<file path="src/rtl/complex_addsub_arbiter_pkg.sv">
// Shared types and helpers for the complex add/sub arbiter slice.
// Holds the controller state encoding and the per-component overflow rule.
package complex_addsub_arbiter_pkg;

  typedef enum logic [1:0] {
    ST_IDLE = 2'd0,
    ST_EXEC = 2'd1,
    ST_RESP = 2'd2
  } state_t;

  // Signed overflow from sign bits only, so it is independent of W.
  function automatic logic comp_ovf(input logic sa, input logic sb,
                                    input logic sr, input logic sub);
    logic ovf;
    if (sub) begin
      ovf = (sa != sb) && (sr != sa);
    end else begin
      ovf = (sa == sb) && (sr != sa);
    end
    return ovf;
  endfunction

endpackage

</file>
<file path="src/rtl/add_sub.sv">
// Combinational complex adder/subtractor; Re in the upper W bits, Im in the lower.
// Each component wraps modulo 2^W independently.
module add_sub #(
  parameter int W = 8
) (
  input  logic [2*W-1:0] a,
  input  logic [2*W-1:0] b,
  input  logic           mode,
  output logic [2*W-1:0] out
);

  logic [W-1:0] re_s;
  logic [W-1:0] im_s;

  // mode = 1 selects A - B, otherwise A + B
  always_comb begin
    if (mode) begin
      re_s = a[2*W-1:W] - b[2*W-1:W];
      im_s = a[W-1:0]   - b[W-1:0];
    end else begin
      re_s = a[2*W-1:W] + b[2*W-1:W];
      im_s = a[W-1:0]   + b[W-1:0];
    end
  end

  assign out = {re_s, im_s};

endmodule

</file>
<file path="src/rtl/complex_addsub_arbiter_rr_arbiter.sv">
// Round-robin request picker: first set bit searching from ptr+1 upward, wrapping.
// Purely combinational; grant is one-hot or zero.
module rr_arbiter #(
  parameter int NREQ = 4,
  parameter int IDW  = $clog2(NREQ)
) (
  input  logic [NREQ-1:0] req,
  input  logic [IDW-1:0]  ptr,
  output logic [NREQ-1:0] grant,
  output logic [IDW-1:0]  idx,
  output logic            any
);

  logic           found_s;
  logic [IDW-1:0] cand_s;
  int             pos_s;

  // Walk the NREQ positions after ptr; the first requester seen wins
  always_comb begin
    grant   = {NREQ{1'b0}};
    idx     = {IDW{1'b0}};
    found_s = 1'b0;
    cand_s  = {IDW{1'b0}};
    pos_s   = 0;
    for (int i = 1; i <= NREQ; i++) begin
      pos_s = int'(ptr) + i;
      if (pos_s >= NREQ) begin
        pos_s = pos_s - NREQ;
      end else begin
        pos_s = pos_s;
      end
      cand_s = IDW'(pos_s);
      if (!found_s && req[cand_s]) begin
        grant[cand_s] = 1'b1;
        idx           = cand_s;
        found_s       = 1'b1;
      end else begin
        found_s = found_s;
      end
    end
  end

  assign any = |req;

endmodule

</file>
<file path="src/rtl/complex_addsub_arbiter.sv">
// Shares one complex add/sub unit among NREQ requesters with round-robin grants.
// IDLE grants and latches operands, EXEC registers the result, RESP holds it until accepted.
module complex_addsub_arbiter
  import complex_addsub_arbiter_pkg::*;
#(
  parameter int W    = 8,
  parameter int NREQ = 4,
  parameter int IDW  = $clog2(NREQ)
) (
  input  logic                 clk,
  input  logic                 rst,
  input  logic [NREQ-1:0]      req_valid,
  output logic [NREQ-1:0]      req_ready,
  input  logic [NREQ*2*W-1:0]  req_a,
  input  logic [NREQ*2*W-1:0]  req_b,
  input  logic [NREQ-1:0]      req_mode,
  output logic                 rsp_valid,
  input  logic                 rsp_ready,
  output logic [2*W-1:0]       rsp_data,
  output logic [IDW-1:0]       rsp_id,
  output logic                 rsp_ovf,
  output logic                 busy
);

  state_t         state_r;
  logic [IDW-1:0] ptr_r;
  logic [2*W-1:0] op_a_r;
  logic [2*W-1:0] op_b_r;
  logic           op_mode_r;
  logic [IDW-1:0] op_id_r;
  logic           rsp_valid_r;
  logic [2*W-1:0] rsp_data_r;
  logic [IDW-1:0] rsp_id_r;
  logic           rsp_ovf_r;

  logic [NREQ-1:0] grant_s;
  logic [IDW-1:0]  grant_idx_s;
  logic            any_s;
  logic [2*W-1:0]  sel_a_s;
  logic [2*W-1:0]  sel_b_s;
  logic            sel_mode_s;
  logic [2*W-1:0]  sum_s;
  logic            ovf_re_s;
  logic            ovf_im_s;

  rr_arbiter #(.NREQ(NREQ), .IDW(IDW)) u_arb (
    .req   (req_valid),
    .ptr   (ptr_r),
    .grant (grant_s),
    .idx   (grant_idx_s),
    .any   (any_s)
  );

  // One-hot operand mux driven by the arbiter grant
  always_comb begin
    sel_a_s    = {2*W{1'b0}};
    sel_b_s    = {2*W{1'b0}};
    sel_mode_s = 1'b0;
    for (int i = 0; i < NREQ; i++) begin
      if (grant_s[i]) begin
        sel_a_s    = req_a[i*2*W +: 2*W];
        sel_b_s    = req_b[i*2*W +: 2*W];
        sel_mode_s = req_mode[i];
      end else begin
        sel_mode_s = sel_mode_s;
      end
    end
  end

  add_sub #(.W(W)) u_add_sub (
    .a    (op_a_r),
    .b    (op_b_r),
    .mode (op_mode_r),
    .out  (sum_s)
  );

  assign ovf_re_s = comp_ovf(op_a_r[2*W-1], op_b_r[2*W-1], sum_s[2*W-1], op_mode_r);
  assign ovf_im_s = comp_ovf(op_a_r[W-1],   op_b_r[W-1],   sum_s[W-1],   op_mode_r);

  // Controller: grant/latch, execute, then hold the response until accepted
  always_ff @(posedge clk) begin
    if (rst) begin
      state_r     <= ST_IDLE;
      ptr_r       <= IDW'(NREQ - 1);
      op_a_r      <= {2*W{1'b0}};
      op_b_r      <= {2*W{1'b0}};
      op_mode_r   <= 1'b0;
      op_id_r     <= {IDW{1'b0}};
      rsp_valid_r <= 1'b0;
      rsp_data_r  <= {2*W{1'b0}};
      rsp_id_r    <= {IDW{1'b0}};
      rsp_ovf_r   <= 1'b0;
    end else begin
      case (state_r)
        ST_IDLE: begin
          if (any_s) begin
            op_a_r    <= sel_a_s;
            op_b_r    <= sel_b_s;
            op_mode_r <= sel_mode_s;
            op_id_r   <= grant_idx_s;
            ptr_r     <= grant_idx_s;
            state_r   <= ST_EXEC;
          end else begin
            state_r <= ST_IDLE;
          end
        end
        ST_EXEC: begin
          rsp_data_r  <= sum_s;
          rsp_ovf_r   <= ovf_re_s | ovf_im_s;
          rsp_id_r    <= op_id_r;
          rsp_valid_r <= 1'b1;
          state_r     <= ST_RESP;
        end
        ST_RESP: begin
          if (rsp_ready) begin
            rsp_valid_r <= 1'b0;
            state_r     <= ST_IDLE;
          end else begin
            state_r <= ST_RESP;
          end
        end
        default: begin
          rsp_valid_r <= 1'b0;
          state_r     <= ST_IDLE;
        end
      endcase
    end
  end

  assign req_ready = (state_r == ST_IDLE) ? grant_s : {NREQ{1'b0}};
  assign busy      = (state_r != ST_IDLE);
  assign rsp_valid = rsp_valid_r;
  assign rsp_data  = rsp_data_r;
  assign rsp_id    = rsp_id_r;
  assign rsp_ovf   = rsp_ovf_r;

endmodule
</file>
<file path="config.mk">
export PLATFORM = sky130hd
export DESIGN_NAME = complex_addsub_arbiter
export DESIGN_NICKNAME = d
export VERILOG_FILES = /design/src/rtl/complex_addsub_arbiter_pkg.sv /design/src/rtl/add_sub.sv /design/src/rtl/complex_addsub_arbiter_rr_arbiter.sv /design/src/rtl/complex_addsub_arbiter.sv
export SDC_FILE = /design/constraint.sdc
export NUM_CORES = 1
export LEC_CHECK = 0
export BUFFER_PORTS_ARGS = -buffer_cell sky130_fd_sc_hd__buf_2
export CORE_ASPECT_RATIO = 1.75
export CORE_MARGIN = 5
export CORE_UTILIZATION = 31
export DETAILED_ROUTE_END_ITERATION = 10
export SETUP_SLACK_MARGIN = 0.2
export SLEW_MARGIN = 10
export SYNTH_ARGS = -nofsm -noshare
export SYNTH_HDL_FRONTEND = slang
export SYNTH_SLANG_ARGS = --single-unit
</file>
<file path="constraint.sdc">
create_clock -name clk -period 3.32 [get_ports clk]
set_clock_uncertainty 0.15 [all_clocks]
set_input_delay 0.498 -clock clk [delete_from_list [all_inputs] [get_ports clk]]
set_output_delay 0.498 -clock clk [all_outputs]
set_load 0.01 [all_outputs]
</file>
**Word level (Yosys, flattened, before mapping)**

Cells that the tools add are included.

- Bits in registers: 59
- Bits of input ports: 139
- Output and inout port bits: 25

- $add $sub $neg: 12
- Magnitude comparators: 12
- Equal/unequal tests: 9
- Mux-type cells: 53
- Bitwise gates (word level): 5
- Reductions and logical operators: 19

Operators by type and width:

| kind | count |
|---|---|
| 16-bit two-way mux | 8 |
| 4-bit two-way mux | 5 |
| 1-bit two-way mux | 19 |
| 2-bit two-way mux | 9 |
| 8-bit adder | 2 |
| 8-bit two-way mux | 2 |
| 8-bit subtractor | 2 |
| 2-bit by 3-bit < comparator with 1-bit output, second input constant | 4 |
| 4-bit bitwise OR | 3 |
| 1-bit logical AND | 11 |
| 3-bit >= comparator, second input constant | 3 |
| 1-bit binary-select mux with 2-bit select | 4 |
| 1-bit demux with 2-bit select | 4 |
| 2-bit by 1-bit >= comparator with 1-bit output, second input constant | 4 |
| 2-bit by 1-bit subtractor with 2-bit output, second input constant | 4 |
| 2-bit by 2-bit adder with 3-bit output, second input constant | 2 |
| 2-bit one-hot mux with 3 select lines | 1 |
| 2-bit by 3-bit adder with 4-bit output, second input constant | 1 |
| 4-bit by 3-bit >= comparator with 1-bit output, second input constant | 1 |
| 1-bit inequality test | 4 |
| 2-bit AND reduction | 2 |
| 4-bit OR reduction | 1 |
| 2-bit by 1-bit adder with 3-bit output, second input constant | 1 |
| 1-bit logical NOT | 3 |
| 9 further kinds | 10 |

**Depth between registers and ports, before layout**

Gate-level depths: netlist (run 1).

- Depth in word-level cells: 19
- Mapped depth: 13
- Gate-level depth less buffers: 12

**Cells and area by module**

A second synthesis (run 1) with hierarchy kept.

- Cells, all modules: 621
- Area total of the unflattened synthesis: 4852.2 µm²

Modules (own cells, without submodules):

| module | times used | cells an instance | area an instance (µm²) |
|---|---|---|---|
| complex_addsub_arbiter | 1 | 424 | 3377.0 |
| add_sub | 1 | 115 | 844.6 |
| rr_arbiter | 1 | 82 | 630.6 |

**Worst setup path after synthesis (run 1)**

Ideal clock, no wire load.

- Path kind: register to register
- Start point: register ptr_r[0]
- End point: register op_a_r[10]
- Library setup time: 0.131 ns
- Data arrival time: 3.179 ns
- Data required time: 3.039 ns
- Setup slack: -0.140 ns
- Cell stages (with the launch flop): 14
- Buffers on the path: 5
- Clock period less this slack: 3.460 ns
- Cell sequence: dfxtp_1 > buf_6 > buf_2 > inv_1 > ha_1 > mux4_2 > clkbuf_1 > a221o_1 > a22o_1 > buf_2 > buf_6 > a21o_1 > a2111oi_2 > a211oi_1

- Word-level cells in the longest chain between the ends: 19

Ends and longest elaborated chain:

| element | RTL line | text |
|---|---|---|
| from (decl) | complex_addsub_arbiter.sv:26 | `logic [IDW-1:0] ptr_r;` |
| from (signal assigned) | complex_addsub_arbiter.sv:84 | `ptr_r <= IDW'(NREQ - 1);` |
| from (signal assigned) | complex_addsub_arbiter.sv:101 | `ptr_r <= grant_idx_s;` |
| parallel branches: the longest is 14 deep, another holds 2-bit by 1-bit adder with 3-bit output | n/a |  |
| 4-bit two-way mux * | complex_addsub_arbiter_rr_arbiter.sv:33 | `if (!found_s && req[cand_s]) begin` |
| 16-bit two-way mux (3 in series) | complex_addsub_arbiter.sv:60 | `if (grant_s[i]) begin` |
| 16-bit two-way mux * | complex_addsub_arbiter.sv:60 |  |
| to (signal assigned) | complex_addsub_arbiter.sv:85 | `op_a_r <= {2*W{1'b0}};` |
| to (signal assigned) | complex_addsub_arbiter.sv:97 | `op_a_r <= sel_a_s;` |
| to (decl) | complex_addsub_arbiter.sv:27 | `logic [2*W-1:0] op_a_r;` |

Every way passes the cells marked *. The select of a mux whose other input is x is not followed.
A chain may end at the register's enable or synchronous reset.

**Final worst setup path (run 1)**

- Start point: register ptr_r[0]
- End point: output port req_ready[0]

- Word-level cells in the longest chain between the ends: 16

Ends and longest elaborated chain:

| element | RTL line | text |
|---|---|---|
| parallel branches: the longest is 14 deep, another holds 2-bit by 1-bit adder with 3-bit output | n/a |  |
| 4-bit two-way mux * | complex_addsub_arbiter_rr_arbiter.sv:33 |  |
| 4-bit two-way mux * | complex_addsub_arbiter.sv:130 | `assign req_ready = (state_r == ST_IDLE) ? grant_s : {NREQ{1'b0}};` |
| to (decl) | complex_addsub_arbiter.sv:13 | `output logic [NREQ-1:0] req_ready,` |

Marks and branches as above.

==> results of run 1 <==
[Yosys cell counts (4+ instances only)]
cell / instances / area [um^2]
a2111oi_2: 20 / 300.3
nand2b_1: 5 / 31.28
a2111oi_0: 12 / 105.1
dfxtp_1: 59 / 1181
buf_2: 7 / 35.03
a211oi_1: 38 / 285.3
ha_1: 23 / 287.8
o21ai_0: 70 / 350.3
nor2b_1: 34 / 212.7
a31oi_1: 6 / 37.54
inv_1: 19 / 71.32
nand2_1: 31 / 116.4
nor2_1: 38 / 142.6
xnor2_1: 26 / 227.7
nand3_1: 4 / 20.02
a21o_1: 36 / 270.3
and2b_1: 4 / 30.03
a21oi_1: 58 / 290.3
buf_6: 5 / 56.30
mux2i_1: 4 / 40.04
clkbuf_1: 36 / 135.1
nor3_1: 9 / 45.04
[how the worst min path moves through the flow]
stage | end | slack [ns] | cells after the start
final | rsp_data[3] | 0.29 | 2
after global routing | rsp_data[3] | 0.31 | 2
after CTS | rsp_data[3] | 0.30 | 2
after detailed placement | rsp_data[5] | 0.29 | 2
after global placement | rsp_data[12] | 0.29 | 2
after floorplan | rsp_id[1] | 0.28 | 2
[worst min-delay path, stage by stage (launching register included)]
cell	delay [ns]
dfxtp_1	0.30
nand2_1	0.05
a21oi_1	0.05
[routing by layer]
| layer | GRT usage [%] | routed length (um) | vias up |
|---|---|---|---|
| met4 | 9.130 | 824 | 0 |
| met3 | 3.047 | 610 | 51 |
| met1 | 19.05 | 6359 | 2408 |
| met5 | 0 | 0 | - |
| met2 | 34.11 | 9536 | 157 |
| li1 | - | - | 2517 |
[area by class of cell]
class	count	area [um^2]	area share, %
repair buffers	200	1170	17.84
well taps	186	232.7	3.550
inverters	19	76.32	1.164
clock buffers	13	260.3	3.969
clock inverters	2	35.03	0.5344
multi-input cells	466	3595	54.83
flip-flops and latches	59	1187	18.11
[registers in the layout, summed over array words and instances (netlist names)]
| name | count |
|---|---|
| rsp_id | 2 |
| op_mode_r | 1 |
| ptr_r | 2 |
| op_b_r | 16 |
| op_id_r | 2 |
| rsp_data | 16 |
| op_a_r | 16 |
| state_r | 2 |
| rsp_ovf | 1 |
| rsp_valid | 1 |
[logic make-up after synthesis]
kind of cell    Yosys count  share of synthesized area [%]
simple gates            137                          14.45
mux                       8                          2.492
xor+xnor                 28                          5.142
buf+inv                  68                          6.401
flops                    59                          24.76
fa+ha+maj                25                          6.873
compound gates          268                          39.87
[per-stage QoR]
stage               instance area, um^2  hold slack (ns)  cells
floorplan                          4876           0.2787    593
global placement                   5922           0.2861    919
detailed placement                 5922           0.2919    919
CTS                                6310           0.2975    941
global route                       6556           0.3143    945
finish                             6556           0.2935    945
[power groups by stage]
stage	Sequential (mW)	Combinational (mW)	Clock (mW)
2_1_floorplan	1.13	3.12	0
3_3_place_gp	1.16	4.11	0
3_5_place_dp	1.16	4.15	0
4_1_cts	1.15	4.27	0.953
5_1_grt	1.19	4.98	0.982
6_report	1.16	4.55	0.933
[timing repair]
item	in CTS	in global routing
buffers inserted	7	4
resized for setup	11	28
pin swaps	1	6
endpoints found under the setup margin	7	38
==> run metrics, run 1 <==
Worst Hold Class=flop to flop; critical path required time=2.67 ns; port bufs=163; area delta synth->final=37.46%; Starting DRT DRC Count=284; pin count of the biggest net entering global routing=49; cts hold-fix bufs=0; Slew @ Worst Pin=0.9524 ns; Sequential Power Share=17.4%; post-synthesis cell count=593; Most used DFF post-synth=dfxtp_1; DP Worst Slack=0.1658 ns; switch share=45.60%; Die Height=174.1 um; layout cells sized above 1=36.10%; minimum clock period=3.147 ns; H-tree levels=3; syn avg cell area=8.043 um^2; Worst path slowest cell=mux4_2; FF-to-FF path depth=9; Combinational Power Share=68.5%; status=finished, final reports clean; Initial Util=31.30%; min-delay src=rsp_data[3]; r2r setup slk=0.21 ns; TritonCTS clock tree=built; vias per cell=5.432; synthesized area=4770 um^2; # fillers=1553; Skew-Pair Late Insertion Delay=0.33 ns; critical-path maximum fanout=6; pwr/cell area=1012 nW/um^2; Site Rows=60; sequential-to-total area share from yosys stat=24.76%; RSZ-0062 raised after global routing=true; initial antenna violation count=0; TritonRoute pass-1 iters=4; # setup viols final=0; cell family with most CP delay=multiplexers; Peak Freq=317.7 MHz; Setup crit end kind=output pin; die width=103.8 um; Worst Setup Path Type=flop to output pin; total negative slack=0 ns; Critical Path Source=ptr_r[0]; Fin. Hold Viols=0; FF-to-FF Start=ptr_r[0]; Cell variety after synth=52; reg2reg end=op_mode_r; GRT Util Overall=18.14%; yosys warns=0; Root Buffer Master=clkbuf_16; Leak=2.790 nW; hpwl dp=13260 um; area of the core=15240 um^2; first-pass GRT wire length=26650 um; Num CTS Buffers=9; Internal=3.610 mW; final wirelength=17330 um; max-cap viol count=0; # DRC=0; power after layout=6.636 mW; wire per inst=18.34 um; arrival time at the worst endpoint=2.50 ns; Slew Limit Fails=0; startpoint types=flop; DRT antenna net count=0; sequence of cells on the critical path=inv_4 > ha_4 > mux4_2 > buf_4 > a221o_1 > a22oi_2 > nor2_2 > buf_2; antenna cells=0; CTS sink cnt=59; final worst slack=0.1725 ns; Rel. slew slack=36.22%; NumNets Final=919; CP Depth=8; vias in the first global route=5226; Post-synth EDFFs=0; ys async rst share=0%; Max stage delay on crit path=0.59 ns; GP Congestion=0.9005; total gr overflow=0; most frequent cells in the layout=buf_2 (163), o21ai_0 (69), a21oi_1 (57); period utilisation layout=94.80%; Yosys reg bits=59; net switching power=3.026 mW; WP buf/inv=3; I/O pins=164; fin util=43.02%; via count=5133; Reg clk slew, reported paths=0.05 ns; most common cell after layout, fill and taps aside=buf_2; clock power share=14.1%; Max IR drop VDD=0.4419 mV; end of the critical path=req_ready[0]; Die ar.=18060 um^2; post-synth net total=757; clock tree buffer depth=2
No activity file was read; power rests on OpenSTA's default activity.
==> inputs of run 2 (changes only) <==
--- a/config.mk
+++ b/config.mk
@@ -10,8 +10,10 @@
 export CORE_MARGIN = 5
 export CORE_UTILIZATION = 31
 export DETAILED_ROUTE_END_ITERATION = 10
+export GPL_TIMING_DRIVEN = 0
 export SETUP_SLACK_MARGIN = 0.2
 export SLEW_MARGIN = 10
 export SYNTH_ARGS = -nofsm -noshare
 export SYNTH_HDL_FRONTEND = slang
 export SYNTH_SLANG_ARGS = --single-unit
+export TNS_END_PERCENT = 100
==> run metrics, run 2 (synthesized netlist as in run 1, its figures left out) <==
minimum clock period=3.461 ns (+0.3132 ns); vias in the first global route=5595 (+7.1%); TritonRoute pass-1 iters=5 (+1); Reg clk slew, reported paths=0.05 ns (about the same); Setup crit end kind=flop; M1 wire length=6801 um (+7.0%); wire per inst=19.39 um (+5.7%); H-tree levels=3 (unchanged); highest routed layer=met4; vias per cell=5.480 (+0.90%); area delta synth->final=52.28%; period utilisation layout=104.2% (+9.4 points); arrival time at the worst endpoint=3.52 ns (+1.02 ns); Fin. Hold Viols=0 (unchanged); GP Congestion=0.9186 (+2.0%); status=complete, but fails checks; pwr/cell area=1049 nW/um^2 (+3.7%); Rel. slew slack=42.51% (+6.3 points); GRT Util Overall=19.83% (+1.7 points); CTS sink cnt=59 (unchanged); clock tree buffer depth=2 (unchanged); failing checks=negative setup slack; Root Buffer Master=clkbuf_16; WL met2=10640 um (+12%); NumNets Final=968 (+5.3%); Worst Setup Path Type=flop to flop; first-pass GRT wire length=28540 um (+7.1%); Layout Cells excl Fill=999 (+5.7%); Slew @ Worst Pin=0.8624 ns (-0.09007 ns); total gr overflow=0 (unchanged); area of the core=15240 um^2 (unchanged); pin count of the biggest net entering global routing=11 (-78%); final wirelength=19370 um (+12%); # DRC=0 (unchanged); Initial Util=31.30% (unchanged); I/O pins=164 (unchanged); Site Rows=60 (unchanged); Peak Freq=289.0 MHz (-9.0%); # setup viols final=34 (+34); most common cell after layout, fill and taps aside=buf_2; Die ar.=18060 um^2 (unchanged); critical path required time=3.38 ns (+0.71 ns); Num CTS Buffers=9 (unchanged); final worst slack=-0.1407 ns (-0.3132 ns); die width=103.8 um (unchanged); Max IR drop VDD=0.4446 mV (+0.61%); Skew-Pair Late Insertion Delay=0.34 ns (about the same); critical-path maximum fanout=5 (-1); max-cap viol count=0 (unchanged); met3 wire len=907 um (+49%); placed cells=941 (+2.4%); layout cells sized above 1=38.69% (+2.6 points); initial antenna violation count=4 (+4); power after layout=7.620 mW (+15%); Worst Hold Class=input pin to flop; Starting DRT DRC Count=278 (-2.1%); TritonCTS clock tree=built; most frequent cells in the layout=buf_2 (162), o21ai_0 (69), a21oi_1 (58); DRT antenna net count=0 (unchanged); hpwl dp=14660 um (+11%); via count=5475 (+6.7%); RSZ-0062 raised after global routing=true; port bufs=162 (-0.61%); Slew Limit Fails=0 (unchanged); Die Height=174.1 um (unchanged); Leak=3.062 nW (+9.8%); startpoint types=flop
run 2: layer usage:
metal / up-vias / GRT usage, %
li1: 2626 / -
met1: 2570 / 19.77
met2: 214 / 37.41
met3: 65 / 3.010
met4: 0 / 12.64
met5: - / 0
run 2: worst max-delay path: stages (launching register included):
cell	delay (ns)
dfxtp_4	0.35
buf_6	0.10
buf_8	0.11
inv_8	0.03
ha_4	0.26
mux4_2	0.55
buf_8	0.16
buf_4	0.14
a221o_1	0.29
a22oi_2	0.23
and2b_4	0.29
clkbuf_16	0.18
a2111oi_2	0.41
a211oi_1	0.08
run 2: worst paths after layout:
path                                    from           end  slack (ns)  depth (start not counted)
worst max-delay path                ptr_r[0]     op_mode_r       -0.14                         13
worst min-delay path                     rst  rsp_data[15]        0.28                          2
worst min register to register  rsp_data[13]  rsp_data[13]        0.29                          2
worst max register to register      ptr_r[0]     op_mode_r       -0.14                         13
run 2: power breakdown:
part | switching, mW | leakage [nW] | total (mW) | internal [mW]
clock network | 0.338 | 0.165 | 1.03 | 0.693
logic | 2.84 | 2.41 | 5.41 | 2.57
registers | 0.229 | 0.487 | 1.18 | 0.949
run 2: final cells by class:
type | count | area (um^2)
inverters | 19 | 82.58
flip-flops and latches | 59 | 1186
repair buffers | 199 | 1219
clock inverters | 5 | 75.07
clock buffers | 11 | 252.7
plain buffers | 49 | 379.1
fillers | 1493 | 7976
well taps | 186 | 232.7
multi-input cells | 467 | 3826
diodes | 4 | 10.01
run 2: through the flow:
step                      cell area (um^2)  utilization, %  hold WS (ns)  setup TNS (ns)  worst slack (ns)
after CTS                             6798           44.61        0.2724         -0.9967          -0.09681
after global placement                5919           38.84        0.2877          -9.681           -0.4516
after floorplan                       4876               -        0.2787               0            0.1698
after detailed placement              5919           38.84        0.2921          -9.452           -0.4525
after global routing                  7263           47.66        0.2901          -3.771           -0.1796
final                                 7263           47.66        0.2752          -2.064           -0.1407
run 2: repair_timing:
action | 4_1_cts | 5_1_grt
gates resized for setup | 63 | 57
hold endpoints to repair | 0 | 0
pin swaps | 40 | 23
setup buffers | 26 | 7
cloned | 2 | 3
hold buffers | 0 | 0
setup endpoints to repair | 40 | 40
